**config.mk**
```make
export PLATFORM = sky130hd
export DESIGN_NAME = ahb_arbiter_rr
export DESIGN_NICKNAME = d
export VERILOG_FILES = /design/src/rtl/ahb_arb_pkg.sv /design/src/rtl/ahb_rr_pick.sv /design/src/rtl/ahb_arbiter_rr.sv
export SDC_FILE = /design/constraint.sdc
export NUM_CORES = 1
export LEC_CHECK = 0
export ABC_CLOCK_PERIOD_IN_PS = 9600
export CAP_MARGIN = 15
export CORE_MARGIN = 4
export CORE_UTILIZATION = 57
export DETAILED_ROUTE_END_ITERATION = 7
export PLACE_DENSITY = 0.94
export SYNTH_ARGS = -nofsm -noshare
export SYNTH_HDL_FRONTEND = slang
export SYNTH_SLANG_ARGS = --single-unit
export TNS_END_PERCENT = 50
```
**constraint.sdc**
```tcl
create_clock -name HCLK -period 9.6 [get_ports HCLK]
set_input_delay 1.92 -clock HCLK [delete_from_list [all_inputs] [get_ports HCLK]]
set_output_delay 1.92 -clock HCLK [all_outputs]
set_load 0.005 [all_outputs]
```
**src/rtl/ahb_arb_pkg.sv**
```systemverilog
// Shared AHB encodings, arbiter state type and the burst-length helper
// used by the round-robin AHB arbiter.
package ahb_arb_pkg;

  localparam int MST_IDX_W  = 4;
  localparam int BEAT_CNT_W = 5;

  typedef enum logic [1:0] {
    HTRANS_IDLE   = 2'b00,
    HTRANS_BUSY   = 2'b01,
    HTRANS_NONSEQ = 2'b10,
    HTRANS_SEQ    = 2'b11
  } htrans_e;

  typedef enum logic [2:0] {
    HBURST_SINGLE = 3'b000,
    HBURST_INCR   = 3'b001,
    HBURST_WRAP4  = 3'b010,
    HBURST_INCR4  = 3'b011,
    HBURST_WRAP8  = 3'b100,
    HBURST_INCR8  = 3'b101,
    HBURST_WRAP16 = 3'b110,
    HBURST_INCR16 = 3'b111
  } hburst_e;

  typedef enum logic [1:0] {
    HRESP_OKAY  = 2'b00,
    HRESP_ERROR = 2'b01,
    HRESP_RETRY = 2'b10,
    HRESP_SPLIT = 2'b11
  } hresp_e;

  typedef enum logic [1:0] {
    ST_ARB   = 2'b00,
    ST_BURST = 2'b01,
    ST_LOCK  = 2'b10
  } arb_state_e;

  // Number of beats in a fixed-length burst; 0 for SINGLE and undefined-length INCR.
  function automatic logic [BEAT_CNT_W-1:0] burst_len(input logic [2:0] hburst);
    case (hburst_e'(hburst))
      HBURST_WRAP4,  HBURST_INCR4:  burst_len = 5'd4;
      HBURST_WRAP8,  HBURST_INCR8:  burst_len = 5'd8;
      HBURST_WRAP16, HBURST_INCR16: burst_len = 5'd16;
      default:                      burst_len = 5'd0;
    endcase
  endfunction

endpackage

```
**src/rtl/ahb_rr_pick.sv**
```systemverilog
// Round-robin pick: the first requester found searching ptr+1, ptr+2, ...
// modulo P_NUMM, so the master at ptr itself is considered last.
module ahb_rr_pick
  import ahb_arb_pkg::*;
#(
  parameter int P_NUMM = 3
) (
  input  logic [P_NUMM-1:0]    req,
  input  logic [MST_IDX_W-1:0] ptr,
  output logic [MST_IDX_W-1:0] win_idx,
  output logic                 win_valid
);

  int best_dist;

  // Distance of idx from the slot just after base, wrapping at P_NUMM.
  function automatic int rr_dist(input int idx, input int base);
    if (idx > base) return idx - base - 1;
    else            return idx - base - 1 + P_NUMM;
  endfunction

  // Keep the requester with the smallest rotated distance from the pointer.
  always_comb begin
    win_idx   = '0;
    win_valid = 1'b0;
    best_dist = P_NUMM;
    for (int i = 0; i < P_NUMM; i++) begin
      if (req[i] && (rr_dist(i, int'(ptr)) < best_dist)) begin
        best_dist = rr_dist(i, int'(ptr));
        win_idx   = MST_IDX_W'(i);
        win_valid = 1'b1;
      end
    end
  end

endmodule

```
**src/rtl/ahb_arbiter_rr.sv**
```systemverilog
// Round-robin AHB arbiter with burst and lock protection.
// Optional feature: define AHB_ARB_SPLIT_EN to mask SPLIT-responded masters
// until their slave raises the matching HSPLIT bit; without it SPLIT acts as RETRY.
module ahb_arbiter_rr
  import ahb_arb_pkg::*;
#(
  parameter int P_NUMM        = 3,
  parameter int P_DEFAULT_MST = 0
) (
  input  logic                 HCLK,
  input  logic                 HRESETn,
  input  logic [P_NUMM-1:0]    HBUSREQ,
  input  logic [P_NUMM-1:0]    HLOCK,
  input  logic [1:0]           HTRANS,
  input  logic [2:0]           HBURST,
  input  logic                 HREADY,
  input  logic [1:0]           HRESP,
  input  logic [15:0]          HSPLIT,
  output logic [P_NUMM-1:0]    HGRANT,
  output logic [MST_IDX_W-1:0] HMASTER,
  output logic                 HMASTLOCK
);

  localparam logic [P_NUMM-1:0]    GNT_ONE = P_NUMM'(1);
  localparam logic [MST_IDX_W-1:0] DEF_IDX = MST_IDX_W'(P_DEFAULT_MST);

  arb_state_e              state_q, state_d;
  logic [BEAT_CNT_W-1:0]   beat_cnt_q, beat_cnt_d;
  logic [BEAT_CNT_W-1:0]   beat_len;
  logic [MST_IDX_W-1:0]    rr_ptr_q, rr_ptr_d;
  logic                    err_arb_q, err_arb_d;
  logic [P_NUMM-1:0]       hgrant_d;
  logic [MST_IDX_W-1:0]    hmaster_d;
  logic                    hmastlock_d;
  logic [P_NUMM-1:0]       split_mask;
  logic [P_NUMM-1:0]       cand;
  logic [MST_IDX_W-1:0]    pick_idx;
  logic                    pick_valid;
  logic [MST_IDX_W-1:0]    win_idx;
  logic                    lock_gnt;
  logic                    err_resp;
  logic                    arb_edge;
  logic                    unused_hsplit;

  assign unused_hsplit = ^HSPLIT;

  assign beat_len = burst_len(HBURST);
  assign lock_gnt = |(HLOCK & HGRANT);
  assign err_resp = !HREADY && (HRESP != HRESP_OKAY);
  assign cand     = HBUSREQ & ~split_mask;
  assign win_idx  = pick_valid ? pick_idx : DEF_IDX;

  ahb_rr_pick #(
    .P_NUMM (P_NUMM)
  ) u_pick (
    .req       (cand),
    .ptr       (rr_ptr_q),
    .win_idx   (pick_idx),
    .win_valid (pick_valid)
  );

`ifdef AHB_ARB_SPLIT_EN
  // Park a master on the first SPLIT cycle; a release and a new SPLIT together leave it parked.
  always_ff @(posedge HCLK) begin
    if (!HRESETn)
      split_mask <= '0;
    else
      split_mask <= (split_mask & ~HSPLIT[P_NUMM-1:0]) |
                    ((!HREADY && (HRESP == HRESP_SPLIT)) ? (GNT_ONE << HMASTER) : '0);
  end
`else
  assign split_mask = '0;
`endif

  // Next-state, beat counter, arbitration and ownership handover.
  always_comb begin
    state_d     = state_q;
    beat_cnt_d  = beat_cnt_q;
    rr_ptr_d    = rr_ptr_q;
    err_arb_d   = err_arb_q;
    hgrant_d    = HGRANT;
    hmaster_d   = HMASTER;
    hmastlock_d = HMASTLOCK;
    arb_edge    = 1'b0;

    if (err_resp) begin
      beat_cnt_d = '0;
      state_d    = ST_ARB;
      err_arb_d  = 1'b1;
    end else if (HREADY) begin
      err_arb_d   = 1'b0;
      hmaster_d   = rr_ptr_q;
      hmastlock_d = lock_gnt;

      if (HTRANS == HTRANS_NONSEQ)
        beat_cnt_d = (beat_len == '0) ? '0 : beat_len - 5'd1;
      else if ((HTRANS == HTRANS_SEQ) && (beat_cnt_q != '0))
        beat_cnt_d = beat_cnt_q - 5'd1;

      case (state_q)
        ST_ARB: begin
          if (err_arb_q)
            arb_edge = 1'b1;
          else if ((HTRANS == HTRANS_NONSEQ) && (beat_len != '0))
            state_d = ST_BURST;
          else if (lock_gnt)
            state_d = ST_LOCK;
          else
            arb_edge = 1'b1;
        end
        ST_BURST: begin
          if ((HTRANS == HTRANS_SEQ) && (beat_cnt_q == 5'd1)) begin
            arb_edge = 1'b1;
            state_d  = ST_ARB;
          end
        end
        ST_LOCK: begin
          if (!lock_gnt) begin
            arb_edge = 1'b1;
            state_d  = ST_ARB;
          end
        end
        default: state_d = ST_ARB;
      endcase

      if (arb_edge) begin
        rr_ptr_d = win_idx;
        hgrant_d = GNT_ONE << win_idx;
      end
    end
  end

  // State and output registers with synchronous active-low reset.
  always_ff @(posedge HCLK) begin
    if (!HRESETn) begin
      state_q    <= ST_ARB;
      beat_cnt_q <= '0;
      rr_ptr_q   <= DEF_IDX;
      err_arb_q  <= 1'b0;
      HGRANT     <= GNT_ONE << DEF_IDX;
      HMASTER    <= DEF_IDX;
      HMASTLOCK  <= 1'b0;
    end else begin
      state_q    <= state_d;
      beat_cnt_q <= beat_cnt_d;
      rr_ptr_q   <= rr_ptr_d;
      err_arb_q  <= err_arb_d;
      HGRANT     <= hgrant_d;
      HMASTER    <= hmaster_d;
      HMASTLOCK  <= hmastlock_d;
    end
  end

endmodule

```
======== Yosys cells after proc, flatten, opt, wreduce, memory -nomap -nowiden ========
Cells that the tools add are included.
storage, ports and cells
  bits of input ports ..................... 32
  logic and storage cells ................. 95
  flip-flop bits (word level) ............. 20
cells by class
  mux-type cells .......................... 29
  reduce and logical (&&, ||, !) cells .... 24
  bitwise logic cells ..................... 3
  shifts and indexed selects .............. 1
  magnitude comparators ................... 5
  eq/ne operators ......................... 15
  $add $sub $neg .......................... 11
operator list
  kind                                                          number
  two-way mux 32 bit                                            4
  adder 32 x 3 -> 32 bit (second input constant)                3
  subtractor 32 x 2 -> 32 bit (second input constant)           3
  less-than comparator 32 bit                                   2
  less-than comparator 32 x 3 -> 1 bit (second input constant)  1
  two-way mux 5 bit                                             3
  case mux 5 bit (3 select lines)                               1
  == test 3 bit (second input constant)                         4
  two-way mux 1 bit                                             12
  two-way mux 2 bit                                             6
  nonzero test 5 bit                                            2
  subtractor 1 x 4 -> 5 bit (first input constant)              2
  subtractor 5 x 1 -> 5 bit (second input constant)             2
  OR reduction 2 bit                                            4
  logical AND 1 bit                                             7
  == test 2 bit (second input constant)                         3
  == test 3 x 2 -> 1 bit (second input constant)                2
  inequality test 2 bit (second input constant)                 3
  case mux 2 bit (3 select lines)                               1
  nonzero test 2 bit                                            3
  == test 5 x 1 -> 1 bit (second input constant)                1
  logical NOT 5 bit                                             1
  AND reduction 5 bit                                           1
  subtractor 2 x 4 -> 5 bit (first input constant)              1
  other kinds (14)                                              16

======== Logic depth before layout (Yosys ltp) ========
  depth in word-level cells ............... 14
  depth in mapped cells ................... 19
  mapped depth without buffers ............ 19

======== Cells and area by module ========
Synthesis repeated with hierarchy kept, for this count alone.
second synthesis, totals
  cell total of the unflattened synthesis .. 514
  area total of the unflattened synthesis .. 3903.7 µm²
modules (own cells, without submodules)
  module          cells an instance  times used  area each (µm²)  sequential area each (µm²)
  ahb_rr_pick     395                1           2849.0           0.0
  ahb_arbiter_rr  119                1           1054.8           400.4

======== Worst setup path before layout ========
OpenSTA, ideal clock, no wires.
  path type ............................... input -> register
  from .................................... input HBUSREQ[0]
  to ...................................... register HGRANT[2]
  arrival time ............................ 5.630 ns
  stages on the path ...................... 15
  path slack .............................. 3.855 ns
  data required time ...................... 9.484 ns
  path buffers ............................ 0
  cell sequence ........................... nand2_1 -> ha_1 -> or4bb_1 -> o21ai_1 -> a21oi_2 -> nand3_1 -> nor2b_1 -> ha_1 -> a211oi_1 -> o211ai_1 -> o221ai_1 -> o2bb2ai_1 -> a21oi_1 -> nand3b_2 -> and3_1
on the way
  cells in the longest elaborated chain, start to end .. 10
  elaborated cells on any way between the ends .. 14
  those cells by class .................... order compare (2); shift (1); mux (8); reduce/logical (3)
ends and longest elaborated chain
  item                                                    line                   RTL
  start, declared                                         ahb_arbiter_rr.sv:12   input logic [P_NUMM-1:0] HBUSREQ,
  logical AND 1 bit *                                     ahb_rr_pick.sv:28      if (req[i] && (rr_dist(i, int'(ptr)) < best_dist)) begin
  two-way mux 32 bit                                      ahb_rr_pick.sv:28
  less-than comparator 32 bit                             ahb_rr_pick.sv:28
  logical AND 1 bit                                       ahb_rr_pick.sv:28
  two-way mux 32 bit                                      ahb_rr_pick.sv:28
  less-than comparator 32 bit                             ahb_rr_pick.sv:28
  logical AND 1 bit                                       ahb_rr_pick.sv:28
  two-way mux 2 bit or two-way mux 1 bit (tied branches)  ahb_rr_pick.sv:28
  two-way mux 4 bit *                                     ahb_arbiter_rr.sv:51   assign win_idx = pick_valid ? pick_idx : DEF_IDX;
  left shift 1 x 4 -> 3 bit *                             ahb_arbiter_rr.sv:128  hgrant_d = GNT_ONE << win_idx;
  end signal, assigned                                    ahb_arbiter_rr.sv:140  HGRANT <= GNT_ONE << DEF_IDX;
  end signal, assigned                                    ahb_arbiter_rr.sv:148  HGRANT <= hgrant_d;
  end, declared                                           ahb_arbiter_rr.sv:19   output logic [P_NUMM-1:0] HGRANT,
Mark *: on every way between the ends. The rest lies on a longest branch, timed or not.
A chain may end at the register's enable or synchronous reset.

======== Worst setup path in the final report ========
Ends and elaborated chain as after synthesis.

==> results.json <==
{
  "status": "complete, no violations",
  "cts_root_buffer": "clkbuf_4",
  "clk_pin_slew_ns": 0.09,
  "drc": 0,
  "gp_congestion": 0.839,
  "seq_area_um2": 320,
  "ff2ff_setup_slack_ns": 5.07,
  "critical_path.most_common_cell": "ha_1",
  "grt_pass1_vias": 1893,
  "dr.pass1.iters": 4,
  "route.met3.wl_um": 155,
  "crit_path_end_kind": "flop",
  "multi_input_area_um2": 1680,
  "gr-usage-all-layers": 0.209,
  "port_buffers": 20,
  "hpwl_um": 3540,
  "holdWs_ns": 0.496,
  "drive_above_1_share": 0.0473,
  "antenna_found_initial": 0,
  "vias": 1899,
  "ant_nets": 0,
  "crit_chain": "clkdlybuf4s50_1, nand2_1, ha_1, or4bb_1, o21ai_1, a21oi_2, nand3_1, nor2b_1, buf_4, ha_1, a211oi_1, o211ai_1, o221ai_1, o2bb2ai_1, a21oi_1, nand3b_2, and3_1",
  "synth-main-ff-cell": "dfxtp_1",
  "cp_data_arrival_time_ns": 5.86,
  "grt_max_degree": 25,
  "cp_slowest_cell": "clkdlybuf4s50_1",
  "synth_edf_count": 0,
  "post-place-ws_ns": 3.63,
  "die-height_um": 68.3,
  "nFillCells": 271,
  "critPathMaxFanout": 24,
  "rows": 21,
  "core_area_um2": 3420,
  "ys_types": 52,
  "hp-class": "flop to flop",
  "cts_sinks": 16,
  "synth-compound-area-share": 0.198,
  "rsz0062_at_grt": "no",
  "rr_worst_depth": 18,
  "hold_depth": 2,
  "slew-limit-headroom": 0.565,
  "min_from": "HGRANT[1]$_SDFFE_PN0P_",
  "wl_um": 4380,
  "required_ns": 9.79,
  "dr_wl_met2_um": 2170,
  "hold_buffers": 0,
  "syn_to_final_growth_pct": 13.4,
  "synth_fa_ha_area_frac": 0.318,
  "cpPeakStageDelay_ns": 0.57,
  "yosys.area_share.simple": 0.224,
  "worst_pin_slew_ns": 0.652,
  "setup_tns_ns": 0,
  "power-per-cell-area_nw_per_um2": 230,
  "ys_warn_count": 0,
  "worstSetupPathType": "input pin to flop",
  "drv_slew": 0,
  "met1_length_um": 2020,
  "dieArea_um2": 4670,
  "avgSynthCellArea_um2": 8.14,
  "cap_viol_max_count": 0,
  "hold_end": "HGRANT[1]$_SDFFE_PN0P_",
  "highest_layer": "met4",
  "synth_seq_cells": 16,
  "cts_resized": 0,
  "numCtsBuffers": 3,
  "synthCells": 255,
  "setup_slack_ns": 3.94,
  "drtIter0Drc": 104,
  "ios": 40,
  "fin_nets": 359,
  "grt_first_pass_wirelength_um": 7700,
  "hold_violations": 0,
  "rr_endpoint": "HGRANT[2]$_SDFFE_PN0P_",
  "leakagePower_nw": 1.02,
  "cts_max_level": 1,
  "min_period_ns": 5.66,
  "clockBufferDepth": 2,
  "chipWidth_um": 68.3,
  "synth-async-reset-ratio": 0,
  "vias_per_cell": 5.92,
  "cp-start-kind": "input pin",
  "max_freq_mhz": 177,
  "synth-seq-area-share": 0.154,
  "muxShareOfSynthArea": 0.0193,
  "synth_xor_area_frac": 0.0422,
  "grt_overflow": 0,
  "power_mw": 0.541,
  "start_util": 0.608,
  "finalSetupViolCount": 0,
  "post_cts_buffers": 0,
  "fin_util": 0.689,
  "synth_top_family_by_area": "adder cells",
  "regToRegStartpoint": "rr_ptr_q[0]$_SDFFE_PN0P_",
  "finClkSkew_ns": 0.00293,
  "routedWlPerCell_um": 13.6,
  "finalCritPeriodShare": 0.590,
  "num_antenna_cells": 0,
  "syn_area_um2": 2080,
  "cts_tree": "yes",
  "irDropWorstVdd_mv": 0.158,
  "worst_skew_pair.late_latency_ns": 0.30
}
==> where the power goes <==
group          switching (mW)  internal (mW)  total (mW)
clock                  0.0226         0.0231      0.0457
combinational           0.226          0.187       0.414
sequential            0.00811         0.0735      0.0816
total                   0.257          0.284       0.541
==> how the worst max path moves through the flow <==
stage | startpoint | to | slack [ns] | cells after the start
floorplan | HBUSREQ[0] | HGRANT[2]$_SDFFE_PN0P_ | 3.85 | 15
global placement | HBUSREQ[0] | HGRANT[2]$_SDFFE_PN0P_ | 3.80 | 17
detailed placement | HBUSREQ[0] | HGRANT[2]$_SDFFE_PN0P_ | 3.63 | 17
CTS | HBUSREQ[0] | HGRANT[2]$_SDFFE_PN0P_ | 3.92 | 17
global route | HBUSREQ[0] | HGRANT[2]$_SDFFE_PN0P_ | 3.63 | 17
finish | HBUSREQ[0] | HGRANT[2]$_SDFFE_PN0P_ | 3.94 | 17
==> routing by layer <==
metal  vias to the layer above  global-route usage
met3                         4              0.0443
li1                        956                   -
met4                         0              0.0496
met5                         -                   0
met1                       890               0.256
met2                        49               0.371
==> per-stage QoR <==
stage | cells | area, um2
floorplan | 257 | 2080
global placement | 317 | 2320
detailed placement | 317 | 2320
CTS | 321 | 2350
global route | 321 | 2350
finish | 321 | 2350
==> cells by family (layout without fill, tap and decap cells) <==
kind of cell	Yosys count	in the layout
XOR/XNOR	10	10
buffers and inverters	21	39
other	1	3
multiplexers	4	4
AO/OA/AOI/OAI	61	61
adder cells (fa/ha/maj)	51	51
AND/OR/NAND/NOR	91	91
flip-flops	16	16
==> cell usage after synthesis (2+ instances only) <==
library cell  number  area [um2]
ha_1              48         601
nand2_1           30         113
dfxtp_1           16         320
a21oi_1           15        75.1
nor2_1            14        52.6
inv_1             13        48.8
xnor2_1            9        78.8
o21ai_0            8        40.0
nand3_1            7        35.0
and2_1             6        37.5
nand4_1            6        37.5
nor3_1             6        30.0
nand2b_1           5        31.3
nor2b_1            5        31.3
o21ai_1            5        25.0
clkbuf_1           4        15.0
mux2i_1            4        40.0
o211ai_1           4        30.0
o21a_1             4        30.0
a21o_1             3        22.5
a31oi_1            3        18.8
and3_1             3        18.8
fa_1               3        60.1
a211oi_1           2        15.0
buf_4              2        15.0
o2111ai_1          2        17.5
o2bb2ai_1          2        17.5
or2_2              2        12.5
==> registers in the layout, summed over array words and instances (netlist names) <==
register and flops:
beat_cnt_q 5, err_arb_q 1, rr_ptr_q 2, HMASTLOCK 1
HMASTER 2, HGRANT 3, state_q 2
==> critical path: cells and delay by family <==
kind | cells | cell delay [ns]
AO/OA/AOI/OAI | 7 | 1.22
adder cells (fa/ha/maj) | 2 | 0.52
AND/OR/NAND/NOR | 6 | 1.33
buffers and inverters | 2 | 0.85
==> final cells by class <==
type | count | area share
multi-input combinational | 220 | 0.712
sequential | 16 | 0.136
timing repair buffer | 22 | 0.0914
tap | 46 | 0.0245
inverter | 13 | 0.0207
clock buffer | 4 | 0.0154
==> cell usage in the layout, fill, tap and decap left out, types with 4 or more instances in the layout <==
| cell | instances |
|---|---|
| ha_1 | 48 |
| nand2b_1 | 5 |
| o21ai_1 | 5 |
| dfxtp_1 | 16 |
| o21ai_0 | 8 |
| nor2b_1 | 5 |
| mux2i_1 | 4 |
| inv_1 | 13 |
| nand4_1 | 6 |
| o211ai_1 | 4 |
| nor2_1 | 14 |
| o21a_1 | 4 |
| xnor2_1 | 9 |
| a21oi_1 | 15 |
| and2_1 | 6 |
| clkdlybuf4s50_1 | 20 |
| nor3_1 | 6 |
| nand3_1 | 7 |
| nand2_1 | 30 |
(Power assumes the default switching activity.)
